<file path="src/rtl/button_conditioner_if.sv">
// Player-button bundle between the board pins / game logic and the
// button_conditioner. The conditioner takes the slave side: it receives
// the raw button levels and produces move pulses and debounced levels.
interface button_conditioner_if;
  logic leftButton;
  logic rightButton;
  logic moveLeft;
  logic moveRight;
  logic leftHeld;
  logic rightHeld;

  modport master (
    output leftButton,
    output rightButton,
    input  moveLeft,
    input  moveRight,
    input  leftHeld,
    input  rightHeld
  );

  modport slave (
    input  leftButton,
    input  rightButton,
    output moveLeft,
    output moveRight,
    output leftHeld,
    output rightHeld
  );
endinterface

</file>
<file path="src/rtl/button_conditioner.sv">
// button_conditioner: turns raw, bouncy, asynchronous left/right button
// levels into clean one-cycle paddle-move pulses plus debounced levels.
// Each button: 2-flop synchroniser, debounce counter, press FSM.
// Optional feature macro: AUTOREPEAT_EN adds a REPEAT state that emits
// repeat pulses while a button stays held (default build: one pulse per press).
// While both buttons are held the pulses are suppressed and repeat timers
// are held at zero.

// One button channel.
//   state      | meaning
//   ST_IDLE    | debounced level low, waiting for an accepted press
//   ST_PRESSED | press accepted (pulse emitted unless in conflict), still held
//   ST_REPEAT  | (AUTOREPEAT_EN only) held past the first repeat, pulsing periodically
module button_conditioner_chan #(
  parameter int DEBOUNCE_CYCLES = 500000
`ifdef AUTOREPEAT_EN
  ,
  parameter int REPEAT_DELAY    = 12500000,
  parameter int REPEAT_PERIOD   = 5000000
`endif
) (
  input  logic clk,
  input  logic reset,
  input  logic raw_i,
  input  logic other_held_i,
  output logic held_o,
  output logic pulse_o
);

  localparam int CW = $clog2(DEBOUNCE_CYCLES + 1);
  // The counter clears instead of reaching DEBOUNCE_CYCLES, so the toggle
  // fires while it still holds DEBOUNCE_CYCLES-1.
  localparam logic [CW-1:0] DB_LAST = CW'(DEBOUNCE_CYCLES - 1);

`ifdef AUTOREPEAT_EN
  localparam int RPT_MAX = (REPEAT_DELAY > REPEAT_PERIOD) ? REPEAT_DELAY : REPEAT_PERIOD;
  localparam int TW      = $clog2(RPT_MAX + 1);
  localparam logic [TW-1:0] RPT_FIRST = TW'(REPEAT_DELAY - 1);
  localparam logic [TW-1:0] RPT_NEXT  = TW'(REPEAT_PERIOD - 1);

  typedef enum logic [1:0] {ST_IDLE, ST_PRESSED, ST_REPEAT} state_t;
  logic [TW-1:0] timer_q, timer_d;
`else
  typedef enum logic [0:0] {ST_IDLE, ST_PRESSED} state_t;
`endif

  logic          sync1_q, sync2_q;
  logic          held_q, held_d;
  logic [CW-1:0] db_cnt_q, db_cnt_d;
  state_t        state_q, state_d;
  logic          pulse_q, pulse_d;
  logic          conflict;

  // Two-flop synchroniser; the only consumer of the raw pin.
  always_ff @(posedge clk or posedge reset) begin
    if (reset) begin
      sync1_q <= 1'b0;
      sync2_q <= 1'b0;
    end else begin
      sync1_q <= raw_i;
      sync2_q <= sync1_q;
    end
  end

  // Debounce: count consecutive disagreeing cycles, any agreement restarts.
  always_comb begin
    held_d   = held_q;
    db_cnt_d = '0;
    if (sync2_q != held_q) begin
      if (db_cnt_q == DB_LAST) begin
        held_d = ~held_q;
      end else begin
        db_cnt_d = db_cnt_q + 1'b1;
      end
    end
  end

  // Debounced level and its counter.
  always_ff @(posedge clk or posedge reset) begin
    if (reset) begin
      held_q   <= 1'b0;
      db_cnt_q <= '0;
    end else begin
      held_q   <= held_d;
      db_cnt_q <= db_cnt_d;
    end
  end

  assign conflict = held_q & other_held_i;

  // Press FSM next-state and pulse decision. In REPEAT a conflict drops back
  // to PRESSED so that, once resolved, the full first-repeat delay applies.
  always_comb begin
    state_d = state_q;
    pulse_d = 1'b0;
`ifdef AUTOREPEAT_EN
    timer_d = timer_q;
`endif
    case (state_q)
      ST_IDLE: begin
        if (held_q) begin
          state_d = ST_PRESSED;
          pulse_d = ~conflict;
        end
      end
      ST_PRESSED: begin
        if (!held_q) begin
          state_d = ST_IDLE;
        end
`ifdef AUTOREPEAT_EN
        else if (conflict) begin
          timer_d = '0;
        end else if (timer_q == RPT_FIRST) begin
          state_d = ST_REPEAT;
          pulse_d = 1'b1;
        end else begin
          timer_d = timer_q + 1'b1;
        end
`endif
      end
`ifdef AUTOREPEAT_EN
      ST_REPEAT: begin
        if (!held_q) begin
          state_d = ST_IDLE;
        end else if (conflict) begin
          state_d = ST_PRESSED;
        end else if (timer_q == RPT_NEXT) begin
          pulse_d = 1'b1;
          timer_d = '0;
        end else begin
          timer_d = timer_q + 1'b1;
        end
      end
`endif
      default: state_d = ST_IDLE;
    endcase
`ifdef AUTOREPEAT_EN
    if (state_d != state_q) begin
      timer_d = '0;
    end
`endif
  end

  // FSM state and registered pulse.
  always_ff @(posedge clk or posedge reset) begin
    if (reset) begin
      state_q <= ST_IDLE;
      pulse_q <= 1'b0;
    end else begin
      state_q <= state_d;
      pulse_q <= pulse_d;
    end
  end

`ifdef AUTOREPEAT_EN
  // Repeat timer: cleared on every state change and during conflict.
  always_ff @(posedge clk or posedge reset) begin
    if (reset) begin
      timer_q <= '0;
    end else begin
      timer_q <= timer_d;
    end
  end
`endif

  assign held_o  = held_q;
  assign pulse_o = pulse_q;

endmodule

module button_conditioner #(
  parameter int DEBOUNCE_CYCLES = 500000,
  parameter int REPEAT_DELAY    = 12500000,
  parameter int REPEAT_PERIOD   = 5000000
) (
  input logic                 clk,
  input logic                 reset,
  button_conditioner_if.slave btn
);

  localparam bit CFG_OK = (DEBOUNCE_CYCLES >= 2) && (REPEAT_DELAY >= 1) && (REPEAT_PERIOD >= 1);

  // Out-of-range parameters leave this marker scope in the elaborated hierarchy.
  if (!CFG_OK) begin : g_cfg_out_of_range
  end

  logic held_l, held_r;
  logic pulse_l, pulse_r;

  button_conditioner_chan #(
    .DEBOUNCE_CYCLES (DEBOUNCE_CYCLES)
`ifdef AUTOREPEAT_EN
    ,
    .REPEAT_DELAY    (REPEAT_DELAY),
    .REPEAT_PERIOD   (REPEAT_PERIOD)
`endif
  ) u_left (
    .clk          (clk),
    .reset        (reset),
    .raw_i        (btn.leftButton),
    .other_held_i (held_r),
    .held_o       (held_l),
    .pulse_o      (pulse_l)
  );

  button_conditioner_chan #(
    .DEBOUNCE_CYCLES (DEBOUNCE_CYCLES)
`ifdef AUTOREPEAT_EN
    ,
    .REPEAT_DELAY    (REPEAT_DELAY),
    .REPEAT_PERIOD   (REPEAT_PERIOD)
`endif
  ) u_right (
    .clk          (clk),
    .reset        (reset),
    .raw_i        (btn.rightButton),
    .other_held_i (held_l),
    .held_o       (held_r),
    .pulse_o      (pulse_r)
  );

  // A conflict that starts on the same edge a pulse was registered still
  // blanks that pulse, so neither move ever shows while both are held.
  assign btn.leftHeld  = held_l;
  assign btn.rightHeld = held_r;
  assign btn.moveLeft  = pulse_l & ~(held_l & held_r);
  assign btn.moveRight = pulse_r & ~(held_l & held_r);

endmodule

</file>
<file path="src/flat_wrapper.sv">
// flat-port wrapper written by rule: the top's interface ports become plain ports
module button_conditioner_flat 
#(
  parameter int DEBOUNCE_CYCLES = 500000,
  parameter int REPEAT_DELAY    = 12500000,
  parameter int REPEAT_PERIOD   = 5000000
)
  (clk, reset, btn_leftButton, btn_rightButton, btn_moveLeft, btn_moveRight, btn_leftHeld, btn_rightHeld);
  button_conditioner_if btn_i ();
  input logic clk;
  input logic reset;
  input wire logic [$bits(btn_i.leftButton)-1:0] btn_leftButton;
  input wire logic [$bits(btn_i.rightButton)-1:0] btn_rightButton;
  output wire logic [$bits(btn_i.moveLeft)-1:0] btn_moveLeft;
  output wire logic [$bits(btn_i.moveRight)-1:0] btn_moveRight;
  output wire logic [$bits(btn_i.leftHeld)-1:0] btn_leftHeld;
  output wire logic [$bits(btn_i.rightHeld)-1:0] btn_rightHeld;
  assign btn_i.leftButton = btn_leftButton;
  assign btn_i.rightButton = btn_rightButton;
  assign btn_moveLeft = btn_i.moveLeft;
  assign btn_moveRight = btn_i.moveRight;
  assign btn_leftHeld = btn_i.leftHeld;
  assign btn_rightHeld = btn_i.rightHeld;
  button_conditioner #(.DEBOUNCE_CYCLES(DEBOUNCE_CYCLES), .REPEAT_DELAY(REPEAT_DELAY), .REPEAT_PERIOD(REPEAT_PERIOD)) u_core (.clk(clk), .reset(reset), .btn(btn_i));
endmodule
</file>
<file path="config.mk">
export PLATFORM = sky130hd
export DESIGN_NAME = button_conditioner_flat
export DESIGN_NICKNAME = d
export VERILOG_FILES = /design/src/rtl/button_conditioner_if.sv /design/src/rtl/button_conditioner.sv /design/src/flat_wrapper.sv
export SDC_FILE = /design/constraint.sdc
export NUM_CORES = 1
export LEC_CHECK = 0
export BUFFER_PORTS_ARGS = -buffer_cell sky130_fd_sc_hd__buf_2
export CAP_MARGIN = 20
export CORE_MARGIN = 4
export CORE_UTILIZATION = 45
export DETAILED_ROUTE_END_ITERATION = 16
export HOLD_SLACK_MARGIN = 0.03
export PLACE_DENSITY = 0.72
export SKIP_CTS_REPAIR_TIMING = 1
export SLEW_MARGIN = 30
export SYNTH_ARGS = -nofsm -noshare
export SYNTH_HDL_FRONTEND = slang
export SYNTH_SLANG_ARGS = --single-unit
export TNS_END_PERCENT = 100
</file>
<file path="constraint.sdc">
create_clock -name clk -period 2.46 [get_ports clk]
set_input_delay 0.369 -clock clk [delete_from_list [all_inputs] [get_ports clk]]
set_output_delay 0.369 -clock clk [all_outputs]
set_load 0.03 [all_outputs]
</file>
==> results of run 1 <==
cell families after synthesis:
kind of cell	synth area share (%)
AND/OR/NAND/NOR	24.46
AO/OA/AOI/OAI	7.537
buffers and inverters	2.512
adder cells (fa/ha/maj)	1.117
XOR/XNOR	9.771
flip-flops	53.60
multiplexers	1.005
report_power, final:
| group | total, mW | switching (mW) | leakage, nW | internal, mW |
|---|---|---|---|---|
| Sequential | 0.810 | 0.0108 | 0.656 | 0.800 |
| Combinational | 0.0506 | 0.0348 | 0.291 | 0.0158 |
| Clock | 0.576 | 0.270 | 0.0583 | 0.306 |
| Total | 1.44 | 0.315 | 1.01 | 1.12 |
worst paths after layout:
check                                                    start                              endpoint  depth (start not counted)  slack, ns
min in group clk                               btn_rightButton      u_core.u_right.sync1_q$_DFF_PP0_                          1       0.16
min reg2reg                   u_core.u_right.sync1_q$_DFF_PP0_      u_core.u_right.sync2_q$_DFF_PP0_                          0       0.36
max                        u_core.u_left.db_cnt_q[0]$_DFF_PP0_  u_core.u_left.db_cnt_q[16]$_DFF_PP0_                          5       0.42
min                                                      reset      u_core.u_right.sync1_q$_DFF_PP0_                          2       0.06
max reg2reg                u_core.u_left.db_cnt_q[0]$_DFF_PP0_  u_core.u_left.db_cnt_q[16]$_DFF_PP0_                          5       0.42
max in group asynchronous                                reset  u_core.u_right.db_cnt_q[0]$_DFF_PP0_                          3       1.82
Yosys cell counts, drive strengths merged:
library cell   n
nor4bb         1
xor2          10
nor2          31
inv            9
a21boi         2
or4            7
dfrtp         48
ha             2
nor3           5
nand3         14
nor2b          1
buf            2
nor4b          3
mux2           2
and2           1
nor4           5
o21ai          5
and4           3
xnor2         15
or4b           1
a21o           1
nand4          7
nor3b          2
or2            3
or3            5
nand2         11
o31ai          7
a21oi         11
clkbuf         3
stage by stage:
stage               power (mW)  hold slack (ns)  setup WS (ns)
floorplan               0.8592           0.3312         0.5159
CTS                      1.459          0.07125         0.4088
detailed placement      0.8787           0.3396         0.4363
global placement        0.8760           0.3376         0.4950
finish                   1.436          0.06394         0.4196
global route             1.502          0.09184         0.2359
layout make-up:
type	instances	area, sq um	share of cell area (%)
timing repair buffer	11	65.06	2.620
clock inverter	3	47.55	1.914
multi-input combinational	155	983.4	39.60
tap	67	83.83	3.375
sequential	48	1201	48.36
inverter	9	33.78	1.360
clock buffer	5	68.82	2.771
per-layer routing:
metal / track usage, % / share of wire, % / vias to the layer above
met5: 0 / 0 / -
met1: 18.35 / 49 / 736
met3: 3.899 / 2.6 / 4
met2: 22.07 / 47 / 11
met4: 5.944 / 0.82 / 0
li1: - / - / 791
registers in the layout (all words and copies together) (netlist names):
| name | count |
|---|---|
| u_core.u_right.sync2_q | 1 |
| u_core.u_right.pulse_o | 1 |
| u_core.u_left.pulse_o | 1 |
| u_core.u_right.db_cnt_q | 19 |
| u_core.u_right.held_o | 1 |
| u_core.u_right.sync1_q | 1 |
| u_core.u_left.state_q | 1 |
| u_core.u_left.sync1_q | 1 |
| u_core.u_left.db_cnt_q | 19 |
| u_core.u_left.held_o | 1 |
| u_core.u_left.sync2_q | 1 |
| u_core.u_right.state_q | 1 |
==> results.json, run 1 <==
{
  "wl_per_cell_um": 12.71,
  "drive_above_1_share_pct": 11.26,
  "avgSynthCellArea_sq_um": 10.33,
  "slew_headroom_pct": 62.81,
  "synth_top_area_cell": "dfrtp_1",
  "yosys-top-cells-area": "dfrtp_1, xnor2_1, nor2_1",
  "p_leak_nw": 1.005,
  "cp_top_family": "simple AND/OR/NAND/NOR gates",
  "cts.sink_count": 48,
  "worst-path-max-fanout": 7,
  "ys_types": 36,
  "syn_to_final_growth_pct": 10.83,
  "die_h_um": 78.57,
  "cp_cell_sequence": "ha_1, nand4_4, or3_1, or4_1, a21oi_1",
  "clk_pin_slew_ns": 0.09,
  "row_count": 25,
  "status": "completed",
  "postLayoutCoreUtil_pct": 51.90,
  "final_cell_area_sq_um": 2484,
  "fin_worst_skew_ns": 0.008850,
  "grt_usage_pct": 14.10,
  "ant_nets": 0,
  "start_util_pct": 46.82,
  "rsz0062_at_grt": "no",
  "dp_hpwl_mm": 2.614,
  "power_density_nw_per_um2": 578.4,
  "synth_seq_area_share_pct": 53.60,
  "grt_pass1_wl_mm": 6.913,
  "grt_antenna_before_repair": 0,
  "synth_area_sq_um": 2241,
  "final_cells": 298,
  "avgViaCountPerCell": 5.174,
  "numCtsBuffers": 5,
  "grt.overflow.total": 0,
  "hold_violations": 0,
  "fin_crit_sh_pct": 82.94,
  "period_minus_slack_ns": 2.040,
  "drtPass1Iterations": 4,
  "die_x_um": 78.57,
  "synthCells": 217,
  "crit_arrival_ns": 2.27,
  "fillers": 430,
  "crit_buf_inv": 0,
  "final_common_cell": "dfrtp_1",
  "ios": 8,
  "endpoint_kind": "register",
  "clock_path_buffers": 2,
  "clkLatencyLatePin_ns": 0.30,
  "yosysWarningCount": 0,
  "gp_congestion": 0.8216,
  "root_buffer": "clkbuf_8",
  "worst_pin_slew_ns": 0.5528,
  "synth_nets": 223,
  "crit_path_top_delay_cell": "or3_1",
  "synth_top_area_share_pct": 53.60,
  "dr_total_vias": 1542,
  "wl_mm": 3.787,
  "final_cell_mix": "dfrtp_1, nor2_1, xnor2_1",
  "max_stage_delay_ns": 0.49,
  "fin_tns_setup_ns": 0,
  "num_antenna_cells": 0,
  "port_buffers": 7,
  "htree_num_levels": 2,
  "critPathKind": "reg -> reg",
  "grt_start_max_net_pins": 24,
  "dp.cells": 290,
  "maxSlewViolCount": 0,
  "ys_seq_elements": 48,
  "min_path_type": "in -> async",
  "drcViolationCount": 0,
  "max-cap-violations": 0,
  "max_freq_ghz": 0.4901,
  "first_iter_violations": 133,
  "core_area_sq_um": 4786,
  "dpl-instance-area_sq_um": 2367,
  "grt_pass1_vias": 1532,
  "fp.dieArea_sq_um": 6172,
  "cp-start-kind": "register",
  "fin_nets": 236,
  "vdd_drop_max_mv": 0.3816,
  "setup_viol": 0,
  "required_ns": 2.69,
  "tritoncts": "yes"
}
Note: power is estimated with default switching activity, not from simulation.
==> inputs of run 2 (changes only) <==
==> constraint.sdc (replaced) <==
create_clock -name clk -period 1.9 [get_ports clk]
set_input_delay 0.285 -clock clk [delete_from_list [all_inputs] [get_ports clk]]
set_output_delay 0.285 -clock clk [all_outputs]
set_load 0.03 [all_outputs]
==> run 2 against run 1 <==
Wire length is 8.8% higher. Sequential share of layout area is 2.3 points lower. Setup slack worse by 0.38 ns. Critical path depth stayed put. Design area is 5.1% higher. Critical path type unchanged.
==> results.json, run 2 (same netlist as run 1, synthesis figures left out) <==
{
  "status": "completed",
  "grt.overflow.total": 0,
  "grt_antenna_before_repair": 0,
  "vdd_drop_max_mv": 0.4608,
  "grt_pass1_wl_mm": 7.631,
  "fin_nets": 245,
  "worst-path-max-fanout": 4,
  "gp_congestion": 0.8069,
  "final_common_cell": "dfrtp_1",
  "clock_path_buffers": 2,
  "die_h_um": 78.57,
  "root_buffer": "clkbuf_8",
  "worst_pin_slew_ns": 0.4719,
  "slew_headroom_pct": 68.50,
  "ios": 8,
  "cp-start-kind": "register",
  "hold_slack_ns": 0.08142,
  "endpoint_kind": "register",
  "drive_above_1_share_pct": 17.08,
  "ant_nets": 0,
  "fp.dieArea_sq_um": 6172,
  "start_util_pct": 46.82,
  "fin_worst_skew_ns": 0.01019,
  "maxSlewViolCount": 0,
  "wl_mm": 4.119,
  "drtPass1Iterations": 4,
  "tritoncts": "yes",
  "cts.sink_count": 48,
  "max-cap-violations": 0,
  "max_freq_ghz": 0.5386,
  "grt_usage_pct": 15.45,
  "final_cell_mix": "dfrtp_1, nor2_1, xnor2_1",
  "hold_violations": 0,
  "syn_to_final_growth_pct": 16.47,
  "fin_crit_sh_pct": 97.72,
  "numCtsBuffers": 5,
  "grt_pass1_vias": 1734,
  "min_path_type": "in -> reg",
  "first_iter_violations": 77,
  "core_area_sq_um": 4786,
  "clkLatencyLatePin_ns": 0.31,
  "top_regs": "u_core.u_left.db_cnt_q: 19 flops, u_core.u_right.db_cnt_q: 19 flops",
  "required_ns": 2.13,
  "crit_arrival_ns": 2.09,
  "drcViolationCount": 0,
  "dr_total_vias": 1610,
  "wl_per_cell_um": 13.42,
  "row_count": 25,
  "die_x_um": 78.57,
  "setup_viol": 0,
  "port_buffers": 7,
  "period_minus_slack_ns": 1.857,
  "grt_start_max_net_pins": 25,
  "power_density_nw_per_um2": 727.7,
  "fin_tns_setup_ns": 0,
  "clk_pin_slew_ns": 0.09,
  "num_antenna_cells": 0,
  "dp_hpwl_mm": 2.774,
  "critPathKind": "reg -> reg",
  "rsz0062_at_grt": "yes",
  "htree_num_levels": 2,
  "p_leak_nw": 1.059,
  "avgViaCountPerCell": 5.244
}
-- run 2: per-stage QoR --
step           setup slack [ns]  util (%)  instances  area (sq um)  total power, mW
3_5_place_dp            0.02660     51.09        297          2445            1.144
4_1_cts                -0.02008     53.62        305          2566            1.916
5_1_grt                -0.02179     54.54        307          2610            1.979
3_3_place_gp            0.08800     51.09        297          2445            1.142
2_1_floorplan           0.01663         -        217          2253            1.116
6_report                0.04331     54.54        307          2610            1.899
-- run 2: final cells by class --
class,instances,area (sq um)
inverter,9,33.78
clock buffer,6,82.58
timing repair buffer,20,147.6
clock inverter,2,38.79
sequential,48,1201
multi-input combinational,155,1022
fill,413,2176
tap,67,83.83
-- run 2: worst max-delay path: stages (launching register included) --
cell,delay [ns]
dfrtp_1,0.44
nand3_2,0.13
buf_4,0.16
or3_4,0.39
or4_4,0.49
a21oi_2,0.16
-- run 2: metal layers --
layer | wire length (um) | vias to the layer above | global-route usage (%)
li1 | - | 805 | -
met1 | 1854 | 773 | 18.63
met2 | 2077 | 23 | 26.23
met3 | 113 | 9 | 3.440
met4 | 74 | 0 | 6.993
met5 | 0 | - | 0
-- run 2: power by group --
group	switching (mW)	internal, mW
Sequential	0.0145	1.04
Combinational	0.0467	0.0293
Clock	0.343	0.430
-- run 2: path summary, 6_finish.rpt --
| check | slack (ns) | cells past startpoint | startpoint | to |
|---|---|---|---|---|
| hold reg to reg | 0.35 | 0 | u_core.u_left.sync1_q$_DFF_PP0_ | u_core.u_left.sync2_q$_DFF_PP0_ |
| setup reg to reg | 0.04 | 5 | u_core.u_left.db_cnt_q[7]$_DFF_PP0_ | u_core.u_left.db_cnt_q[18]$_DFF_PP0_ |
| max in group asynchronous | 0.82 | 4 | reset | u_core.u_left.db_cnt_q[2]$_DFF_PP0_ |
| min in group asynchronous | 0.52 | 3 | reset | u_core.u_right.sync1_q$_DFF_PP0_ |
| setup / recovery | 0.04 | 5 | u_core.u_left.db_cnt_q[7]$_DFF_PP0_ | u_core.u_left.db_cnt_q[18]$_DFF_PP0_ |
| hold / removal | 0.08 | 1 | btn_rightButton | u_core.u_right.sync1_q$_DFF_PP0_ |
